==> config.mk <==
export PLATFORM = sky130hd
export DESIGN_NAME = serial_rotate_shifter
export DESIGN_NICKNAME = d
export VERILOG_FILES = /design/src/rtl/serial_rotate_shifter_pkg.sv /design/src/rtl/shift_step.sv /design/src/rtl/serial_rotate_shifter.sv
export SDC_FILE = /design/constraint.sdc
export NUM_CORES = 1
export LEC_CHECK = 0
export ABC_CLOCK_PERIOD_IN_PS = 2000
export CORE_AREA = 2 2 62 64
export CTS_BUF_LIST = sky130_fd_sc_hd__clkbuf_4 sky130_fd_sc_hd__clkbuf_8 sky130_fd_sc_hd__clkbuf_16
export DETAILED_ROUTE_END_ITERATION = 10
export DIE_AREA = 0 0 64 66
export PLACE_DENSITY = 0.56
export SYNTH_ARGS = -nofsm -noshare
export SYNTH_HDL_FRONTEND = slang
export SYNTH_SLANG_ARGS = --single-unit
export TNS_END_PERCENT = 30
==> constraint.sdc <==
create_clock -name CLK -period 2 [get_ports CLK]
set_clock_uncertainty 0.05 [all_clocks]
set_input_delay 0.3 -clock CLK [delete_from_list [all_inputs] [get_ports CLK]]
set_output_delay 0.3 -clock CLK [all_outputs]
set_load 0.02 [all_outputs]
==> src/rtl/serial_rotate_shifter_pkg.sv <==
// rtl/serial_rotate_shifter_pkg.sv - shared constants and encodings for the serial rotate/arith shifter
package serial_rotate_shifter_pkg;

  localparam int WIDTH = 8;
  localparam int CNT_W = 3;

  typedef enum logic [1:0] {
    OP_SRA = 2'b00,
    OP_ROR = 2'b01,
    OP_ROL = 2'b10,
    OP_RSV = 2'b11
  } op_e;

  typedef enum logic [1:0] {
    ST_IDLE   = 2'b00,
    ST_SHIFT  = 2'b01,
    ST_FINISH = 2'b10
  } state_e;

endpackage

==> src/rtl/shift_step.sv <==
// rtl/shift_step.sv - one-bit-position SRA/ROR/ROL selector
module shift_step
  import serial_rotate_shifter_pkg::*;
#(
  parameter int W = 8
) (
  input  logic [W-1:0] data_in,
  input  op_e          op,
  output logic [W-1:0] data_out
);

  always_comb begin
    data_out = data_in;
    case (op)
      OP_SRA:  data_out = {data_in[W-1], data_in[W-1:1]};
      OP_ROR:  data_out = {data_in[0], data_in[W-1:1]};
      OP_ROL:  data_out = {data_in[W-2:0], data_in[W-1]};
      default: data_out = data_in;
    endcase
  end

endmodule

==> src/rtl/serial_rotate_shifter.sv <==
// rtl/serial_rotate_shifter.sv - multi-cycle SRA/ROR/ROL unit with START/BUSY/DONE handshake
module serial_rotate_shifter
  import serial_rotate_shifter_pkg::*;
(
  input  logic             CLK,
  input  logic             RESET,
  input  logic             START,
  input  logic [1:0]       OP,
  input  logic [WIDTH-1:0] DATA_IN,
  input  logic [7:0]       SHIFT_AMT,
  output logic             BUSY,
  output logic             DONE,
  output logic [WIDTH-1:0] RESULT
);

  state_e            state_q, state_d;
  logic [WIDTH-1:0]  reg_q, reg_d;
  logic [CNT_W-1:0]  cnt_q, cnt_d;
  op_e               op_q, op_d;
  logic [WIDTH-1:0]  result_q, result_d;
  logic              done_q, done_d;
  logic              busy_q, busy_d;
  logic [WIDTH-1:0]  step_out;
  logic [CNT_W-1:0]  eff_cnt;
  op_e               op_in;

  assign op_in = op_e'(OP);

  shift_step #(.W(WIDTH)) u_step (
    .data_in  (reg_q),
    .op       (op_q),
    .data_out (step_out)
  );

  // SRA saturates at WIDTH-1 steps: beyond that every bit is already the sign
  always_comb begin
    eff_cnt = '0;
    case (op_in)
      OP_SRA:  eff_cnt = (SHIFT_AMT >= 8'(WIDTH - 1)) ? CNT_W'(WIDTH - 1)
                                                       : SHIFT_AMT[CNT_W-1:0];
      OP_ROR,
      OP_ROL:  eff_cnt = SHIFT_AMT[CNT_W-1:0];
      default: eff_cnt = '0;
    endcase
  end

  always_comb begin
    state_d  = state_q;
    reg_d    = reg_q;
    cnt_d    = cnt_q;
    op_d     = op_q;
    result_d = result_q;
    done_d   = 1'b0;
    busy_d   = 1'b0;
    case (state_q)
      ST_IDLE: begin
        if (START) begin
          state_d = ST_SHIFT;
          reg_d   = DATA_IN;
          op_d    = op_in;
          cnt_d   = eff_cnt;
          busy_d  = 1'b1;
        end
      end
      ST_SHIFT: begin
        if (cnt_q != '0) begin
          reg_d  = step_out;
          cnt_d  = cnt_q - CNT_W'(1);
          busy_d = 1'b1;
        end else begin
          result_d = reg_q;
          done_d   = 1'b1;
          state_d  = ST_FINISH;
        end
      end
      ST_FINISH: state_d = ST_IDLE;
      default:   state_d = ST_IDLE;
    endcase
  end

  always_ff @(posedge CLK) begin
    if (RESET) begin
      state_q  <= ST_IDLE;
      reg_q    <= '0;
      cnt_q    <= '0;
      op_q     <= OP_SRA;
      result_q <= '0;
      done_q   <= 1'b0;
      busy_q   <= 1'b0;
    end else begin
      state_q  <= state_d;
      reg_q    <= reg_d;
      cnt_q    <= cnt_d;
      op_q     <= op_d;
      result_q <= result_d;
      done_q   <= done_d;
      busy_q   <= busy_d;
    end
  end

  assign BUSY   = busy_q;
  assign DONE   = done_q;
  assign RESULT = result_q;

endmodule

Yosys cells after proc, flatten, opt, wreduce, memory -nomap -nowiden
Index checks and enable logic that the tools add are counted.
{"block": "op_classes", "add_sub_neg": 1, "order_cmp": 1, "n_eq_ne": 11, "muxes": 16, "bitwise_logic": 2, "reduce_logical": 13}
{"operator": "case mux 8 bit (3 select lines)", "count": 1}
{"operator": "2-to-1 mux 8 bit", "count": 2}
{"operator": "case mux 8 bit (2 select lines)", "count": 1}
{"operator": "case mux 3 bit (2 select lines)", "count": 2}
{"operator": "2-to-1 mux 3 bit", "count": 3}
{"operator": "greater-or-equal comparator 8 x 3 -> 1 bit (second input constant)", "count": 1}
{"operator": "inequality test 2 bit (second input constant)", "count": 4}
{"operator": "equality test 2 x 1 -> 1 bit (second input constant)", "count": 3}
{"operator": "zero test 2 bit", "count": 3}
{"operator": "AND reduction 2 bit", "count": 3}
{"operator": "AND reduction 5 bit", "count": 1}
{"operator": "equality test 2 bit (second input constant)", "count": 2}
{"operator": "2-to-1 mux 2 bit", "count": 2}
{"operator": "inequality test 4 x 1 -> 1 bit (second input constant)", "count": 1}
{"operator": "case mux 2 bit (2 select lines)", "count": 1}
{"operator": "AND reduction 4 bit", "count": 1}
{"operator": "OR reduction 2 bit", "count": 2}
{"operator": "2-to-1 mux 1 bit", "count": 3}
{"operator": "inequality test 3 x 1 -> 1 bit (second input constant)", "count": 1}
{"operator": "AND reduction 3 bit", "count": 1}
{"operator": "nonzero test 3 bit", "count": 1}
{"operator": "subtractor 3 x 1 -> 3 bit (second input constant)", "count": 1}
{"operator": "NOT 1 bit", "count": 2}
{"operator": "case mux 1 bit (2 select lines)", "count": 1}
{"operator": "nonzero test 2 bit", "count": 1}
{"block": "word_totals", "regBits": 25, "wordCells": 52}

Depth between registers and ports, before layout
Gate-level depths: netlist of the first run.
{"block": "depth", "ltp_word": 5, "depth_mapped": 8, "mapped_depth_nobuf": 7}

Modules after synthesis
A second synthesis of the first run with hierarchy kept.
{"block": "hier_totals", "cells_unflattened": 157, "area_unflattened_um2": 1263.7}
{"module": "serial_rotate_shifter", "n_inst": 1, "cells_per_inst": 131, "area_per_inst_um2": 1084.8}
{"module": "shift_step", "n_inst": 1, "cells_per_inst": 26, "area_per_inst_um2": 178.9}

Worst setup path after synthesis of the first run
No wires, ideal clock.
{"block": "synth_timing", "kind": "register -> register", "from": "reg cnt_q[0]", "to": "reg reg_q[1]", "setup_time_ps": 117, "arrival_time_ps": 1680, "path_slack_ps": 153, "path_stages_with_launch": 9, "path_buffers": 1, "period_less_slack_ps": 1847, "path_cell_list": "dfxtp_1 > inv_1 > ha_1 > ha_1 > buf_2 > nand2b_1 > a21o_1 > o21ba_2 > a22o_1"}
{"block": "synth_via", "elab_chain_len": 3}
{"element": "from (decl)", "line": "serial_rotate_shifter.sv:18", "rtl": "logic [CNT_W-1:0] cnt_q, cnt_d;"}
{"element": "from (signal assigned)", "line": "serial_rotate_shifter.sv:93", "rtl": "cnt_q <= cnt_d;"}
{"element": "nonzero test 3 bit", "line": "serial_rotate_shifter.sv:66", "rtl": "if (cnt_q != '0) begin"}
{"element": "inequality test 2 bit (no source line)"}
{"element": "AND reduction 4 bit (no source line)"}
{"element": "to (signal assigned)", "line": "serial_rotate_shifter.sv:92", "rtl": "reg_q <= reg_d;"}
{"element": "to (decl)", "line": "serial_rotate_shifter.sv:17", "rtl": "logic [WIDTH-1:0] reg_q, reg_d;"}
No other way between the ends.
A chain may end at the register's enable or synchronous reset.

Worst setup path after layout of the first run
{"block": "layout_timing", "from": "reg cnt_q[0]", "to": "reg reg_q[0]"}
The elaborated chain is that of the path after synthesis.

==> impl_metrics.json, run 1 <==
{
  "timing.final.crit_share_pct": 93.08,
  "grt_use_met3_pct": 1.533,
  "powerDensity_nw_per_um2": 731.3,
  "core_area_um2": 3551,
  "diodes": 0,
  "sw_frac_of_total_pct": 31.02,
  "cap_violations": 0,
  "clk_pin_slew_ps": 130,
  "yosys_warnings": 0,
  "cts_tree": "yes",
  "ios": 31,
  "whs_ps": 412.7,
  "dp_cells": 215,
  "grt_max_degree": 16,
  "fin_tns_setup_ps": 0,
  "ys_ff_latch": 25,
  "dp_hpwl_mm": 2.128,
  "ant_nets": 0,
  "p_int_mw": 0.8048,
  "drt-initial-drc-count": 39,
  "r2r_cells": 7,
  "met2_usage_pct": 24.09,
  "post-place-ws_ps": -18.70,
  "final_util_pct": 44.93,
  "grt_pass1_vias": 1045,
  "critPathLaunch": "cnt_q[0]",
  "critPathRequiredTime_ps": 2210,
  "tightest_slew_ps": 477.1,
  "power.share.clock_pct": 20.3,
  "r2r_end": "reg_q[0]",
  "status": "finished, final reports clean",
  "gr-total-overflow": 0,
  "min_period_ps": 1862,
  "die_area_um2": 4224,
  "antenna_found_initial": 0,
  "cts_buffers": 3,
  "switchingPower_mw": 0.3619,
  "portBuffers": 30,
  "fmax_ghz": 0.5372,
  "syn_to_final_growth_pct": 33.23,
  "fillCellCount": 364,
  "endpoint": "reg_q[0]",
  "hold_buffers": 0,
  "peakVddDrop_uv": 272.1,
  "fp.dieW_um": 64,
  "synth.net_count": 167,
  "final_cells": 219,
  "post-cts-setup-buffers": 0,
  "cellLeakagePower_nw": 0.6222,
  "wl_mm": 2.741,
  "grt_pass1_wl_mm": 4.664,
  "arrival_ps": 2070,
  "p_total_mw": 1.167,
  "cts.sinks": 25,
  "cts-resized-gates": 0,
  "first_pass_iters": 4,
  "setup_viol": 0,
  "avgSynthCellArea_um2": 8.614,
  "hold_class": "reg2reg",
  "placed_area_um2": 1565,
  "syn-instance-count": 139,
  "via_per_inst": 5.082,
  "netlist_area_um2": 1197,
  "setup_slack_ps": 138.4,
  "crit_path_start_kind": "flop",
  "place.gp.congestion": 0.8030,
  "fin_area_um2": 1595,
  "num_vias": 1113,
  "drcViolationCount": 0,
  "use_met1_pct": 17.68,
  "wl_per_cell_um": 12.52,
  "slew_violations": 0,
  "final_hold_viol_count": 0,
  "r2r-start": "cnt_q[0]",
  "power_frac_seq_pct": 50.5,
  "clock_latency_ps": 310,
  "die_h_um": 66,
  "combPwrFrac_pct": 29.2,
  "start_util_pct": 33.72,
  "cts-root-buf": "clkbuf_4",
  "slew_headroom_pct": 68.02,
  "end_kind": "flop",
  "grtUsageTotal_pct": 13.85,
  "grt-busiest-layer": "met2",
  "ys_seq_area_share_pct": 41.80,
  "hold_path_depth": 2,
  "cts_buffer_depth": 2,
  "synth_cell_types": 26,
  "layout-drive-gt1-share_pct": 7.602,
  "path_max_fanout": 7,
  "rows": 22,
  "rrSetupSlack_ps": 140,
  "fin_nets": 200,
  "critPathKind": "reg2reg",
  "rsz0062_at_grt": "no",
  "htree_levels": 1
}
-- cells in the final DEF (no fill, tap or decap), types with 5 or more instances in the layout --
master,Yosys,final
nand3_1,7,7
inv_1,7,7
a22o_1,8,8
a221oi_1,11,11
ha_1,7,7
nand2_1,8,8
buf_4,0,5
clkdlybuf4s50_1,0,30
a21oi_1,10,10
nor2_1,28,28
dfxtp_1,25,25
-- cell type report --
type	count	area (um^2)	share of cell area [%]
multi-input combinational	100	640.6	40.16
sequential	25	500.5	31.37
timing repair buffer	35	337.8	21.18
tap	48	60.06	3.765
clock buffer	4	30.03	1.882
inverter	7	26.28	1.647
-- worst min path at each step --
stage | startpoint | endpoint | slack (ps)
global route | RESULT[3] | RESULT[3] | 450
finish | RESULT[5] | RESULT[5] | 410
detailed placement | RESULT[5] | RESULT[5] | 400
global placement | RESULT[4] | RESULT[4] | 390
floorplan | OP[0] | op_q[0] | 390
CTS | RESULT[5] | RESULT[5] | 410
-- synth_stat cells --
library cell   n  area (um^2)
a311oi_1       1        8.760
clkbuf_1       4        15.01
a311o_1        1        10.01
nor3_2         2        20.02
nand2_1        8        30.03
nor2_1        28        105.1
a22oi_1        1        7.510
nor2b_1        1        6.260
inv_1          7        26.28
a21oi_2        1        8.760
nor4_1         1        6.260
mux2i_1        2        20.02
nor3b_1        2        15.01
or4_1          1        7.510
buf_2          3        15.01
ha_1           7        87.58
a21oi_1       10        50.05
a221oi_1      11        96.34
a22o_1         8        70.07
a21o_1         1        7.510
nand2b_1       4        25.02
o21bai_1       1        7.510
and2_1         1        6.260
dfxtp_1       25        500.5
nand3_1        7        35.03
o21ba_2        1        10.01
-- registers in the layout, indices dropped and copies added (netlist names) --
signal   cells
BUSY         1
state_q      2
cnt_q        3
op_q         2
reg_q        8
RESULT       8
DONE         1
-- critical path, stage by stage (launching register included) --
cell      delay, ps
dfxtp_1         330
inv_1            60
ha_1            200
ha_1            200
nand2b_1        160
a21o_1          200
nor3_2          380
a22o_1          230
-- routing by layer --
metal	part of all wire, %	vias to the layer above	wire, um
met3	2.8	2	76
met1	47	534	1294
met2	49	19	1354
li1	-	558	-
met5	0	-	0
met4	0.62	0	17
-- kinds of logic after synthesis --
| group | after synthesis | synth area share, % |
|---|---|---|
| simple gates | 55 | 21.42 |
| buf+inv | 14 | 4.702 |
| fa+ha+maj | 7 | 7.314 |
| mux | 2 | 1.672 |
| flops | 25 | 41.80 |
| compound gates | 36 | 23.09 |
-- power groups by stage --
stage	Combinational [mW]	Clock (mW)	Sequential (mW)
2_1_floorplan	0.209	0	0.599
3_3_place_gp	0.334	0	0.599
3_5_place_dp	0.341	0	0.600
4_1_cts	0.342	0.249	0.588
5_1_grt	0.382	0.265	0.595
6_report	0.341	0.236	0.589
Power figures use the tool's default switching activity.
==> inputs of run 2 (changes only) <==
Settings changed: CAP_MARGIN set to 0, GPL_TIMING_DRIVEN set to 0.
==> run 2 against run 1 <==
  * Maximum frequency increased by 0.19%
  * Critical path depth unchanged
  * First-iteration DRC count up 120%
  * Final cell count up 1.4%
  * Largest power group unchanged
==> impl_metrics.json, run 2 (same netlist as run 1, synthesis figures left out) <==
{
  "layout_common_cells": "clkdlybuf4s50_1, nor2_1, dfxtp_1, a221oi_1, a21oi_1",
  "grt_pass1_wl_mm": 4.781,
  "portBuffers": 30,
  "timing.final.crit_share_pct": 92.90,
  "p_total_mw": 1.185,
  "critPathKind": "reg2reg",
  "cap_violations": 0,
  "hold_class": "reg2reg",
  "path_delay_family": "compound AO/OA/AOI/OAI gates",
  "final_hold_viol_count": 0,
  "grt_max_degree": 16,
  "ant_nets": 0,
  "power_frac_seq_pct": 49.8,
  "dp_hpwl_mm": 2.143,
  "powerDensity_nw_per_um2": 724.7,
  "die_h_um": 66,
  "cts-root-buf": "clkbuf_4",
  "arrival_ps": 2040,
  "core_area_um2": 3551,
  "crit_path_start_kind": "flop",
  "layout-drive-gt1-share_pct": 9.770,
  "die_area_um2": 4224,
  "layout.area.seq_um2": 501.7,
  "sw_frac_of_total_pct": 32.32,
  "cts.sinks": 25,
  "slew_violations": 0,
  "slew_headroom_pct": 67.07,
  "cpPeakStageDelay_ps": 340,
  "fmax_ghz": 0.5382,
  "tightest_slew_ps": 489.8,
  "rows": 22,
  "clk_pin_slew_ps": 140,
  "fin_nets": 203,
  "diodes": 0,
  "combPwrFrac_pct": 30.5,
  "layout_commonest_cell": "clkdlybuf4s50_1",
  "start_util_pct": 33.72,
  "grt_pass1_vias": 1032,
  "drt-initial-drc-count": 85,
  "power.share.clock_pct": 19.7,
  "critPathRequiredTime_ps": 2180,
  "drcViolationCount": 0,
  "fp.dieW_um": 64,
  "wl_per_cell_um": 12.60,
  "ios": 31,
  "min_period_ps": 1858,
  "rsz0062_at_grt": "no",
  "multi_input_area_um2": 676.9,
  "cts_buffers": 3,
  "critPathBufInv": 1,
  "fillCellCount": 344,
  "htree_levels": 1,
  "clock_latency_ps": 320,
  "setup_viol": 0,
  "place.gp.congestion": 0.8041,
  "p_int_mw": 0.8021,
  "cts_tree": "yes",
  "cellLeakagePower_nw": 0.6250,
  "peakVddDrop_uv": 452.8,
  "end_kind": "flop",
  "slowest_stage": "dfxtp_2",
  "whs_ps": 413.2,
  "syn_to_final_growth_pct": 36.57,
  "status": "finished, final reports clean",
  "via_per_inst": 4.959,
  "cts_buffer_depth": 2,
  "crit_chain": "inv_1 > ha_1 > ha_2 > nand2b_4 > a21o_4 > o21ba_4 > a22o_1",
  "first_pass_iters": 4,
  "gr-total-overflow": 0,
  "num_vias": 1101,
  "antenna_found_initial": 0,
  "wl_mm": 2.798,
  "hold_buffers": 0,
  "switchingPower_mw": 0.3830,
  "path_max_fanout": 8,
  "grtUsageTotal_pct": 14.57
}
==> run 2: changes by cell type in the layout (fill, tap and decap cells not counted), sizes merged <==
cell,delta
buf,-1
clkbuf,+3
clkinvlp,+1
==> run 2: final timing paths <==
check / startpoint / to / slack, ps / cells past startpoint
max reg2reg: cnt_q[0] / reg_q[1] / 140 / 7
max: cnt_q[0] / reg_q[1] / 140 / 7
min: RESULT[5] / RESULT[5] / 410 / 2
min reg2reg: RESULT[5] / RESULT[5] / 410 / 2
==> run 2: repair_timing <==
action,in CTS,in global routing
setup buffers,0,2
pin swaps,0,1
resized for setup,4,4
setup endpoints to repair,7,8
cloned,0,0
==> run 2: metrics by stage <==
stage | utilization [%] | TNS (ps) | setup slack, ps | area [um^2] | instances
4_1_cts | 45.28 | 0 | 0.08504 | 1608 | 221
2_1_floorplan | - | 0 | 153.5 | 1197 | 139
3_3_place_gp | 43.87 | -94.78 | -33.06 | 1558 | 217
5_1_grt | 46.05 | 0 | 34.96 | 1635 | 222
6_report | 46.05 | 0 | 142.0 | 1635 | 222
3_5_place_dp | 43.87 | -547.9 | -82.89 | 1558 | 217
==> run 2: worst register-to-register path: stages (launching register included) <==
cell	delay [ps]
dfxtp_2	340
inv_1	60
ha_1	200
ha_2	220
nand2b_4	160
a21o_4	260
o21ba_4	230
a22o_1	240
==> run 2: final cells by class <==
cell class,instances,area share (%)
inverters,7,1.607
well taps,48,3.673
repair buffers,32,19.28
multi-input cells,100,41.39
clock buffers,3,1.377
plain buffers,6,1.530
clock inverters,1,0.4591
flip-flops and latches,25,30.68
==> run 2: layer usage <==
metal	GRT usage, %	part of all wire, %	vias to the layer above	wire length [um]
met5	0	0	-	0
met1	19.00	49	506	1378
met2	23.44	46	24	1281
met3	3.578	3.9	4	108
li1	-	-	567	-
met4	4.891	1.0	0	29
==> run 2: power groups by stage <==
stage	Clock, mW	Combinational [mW]	Sequential [mW]
after floorplan	0	0.209	0.599
after global placement	0	0.325	0.600
after detailed placement	0	0.331	0.600
after CTS	0.243	0.345	0.589
after global routing	0.266	0.405	0.599
final	0.234	0.361	0.590
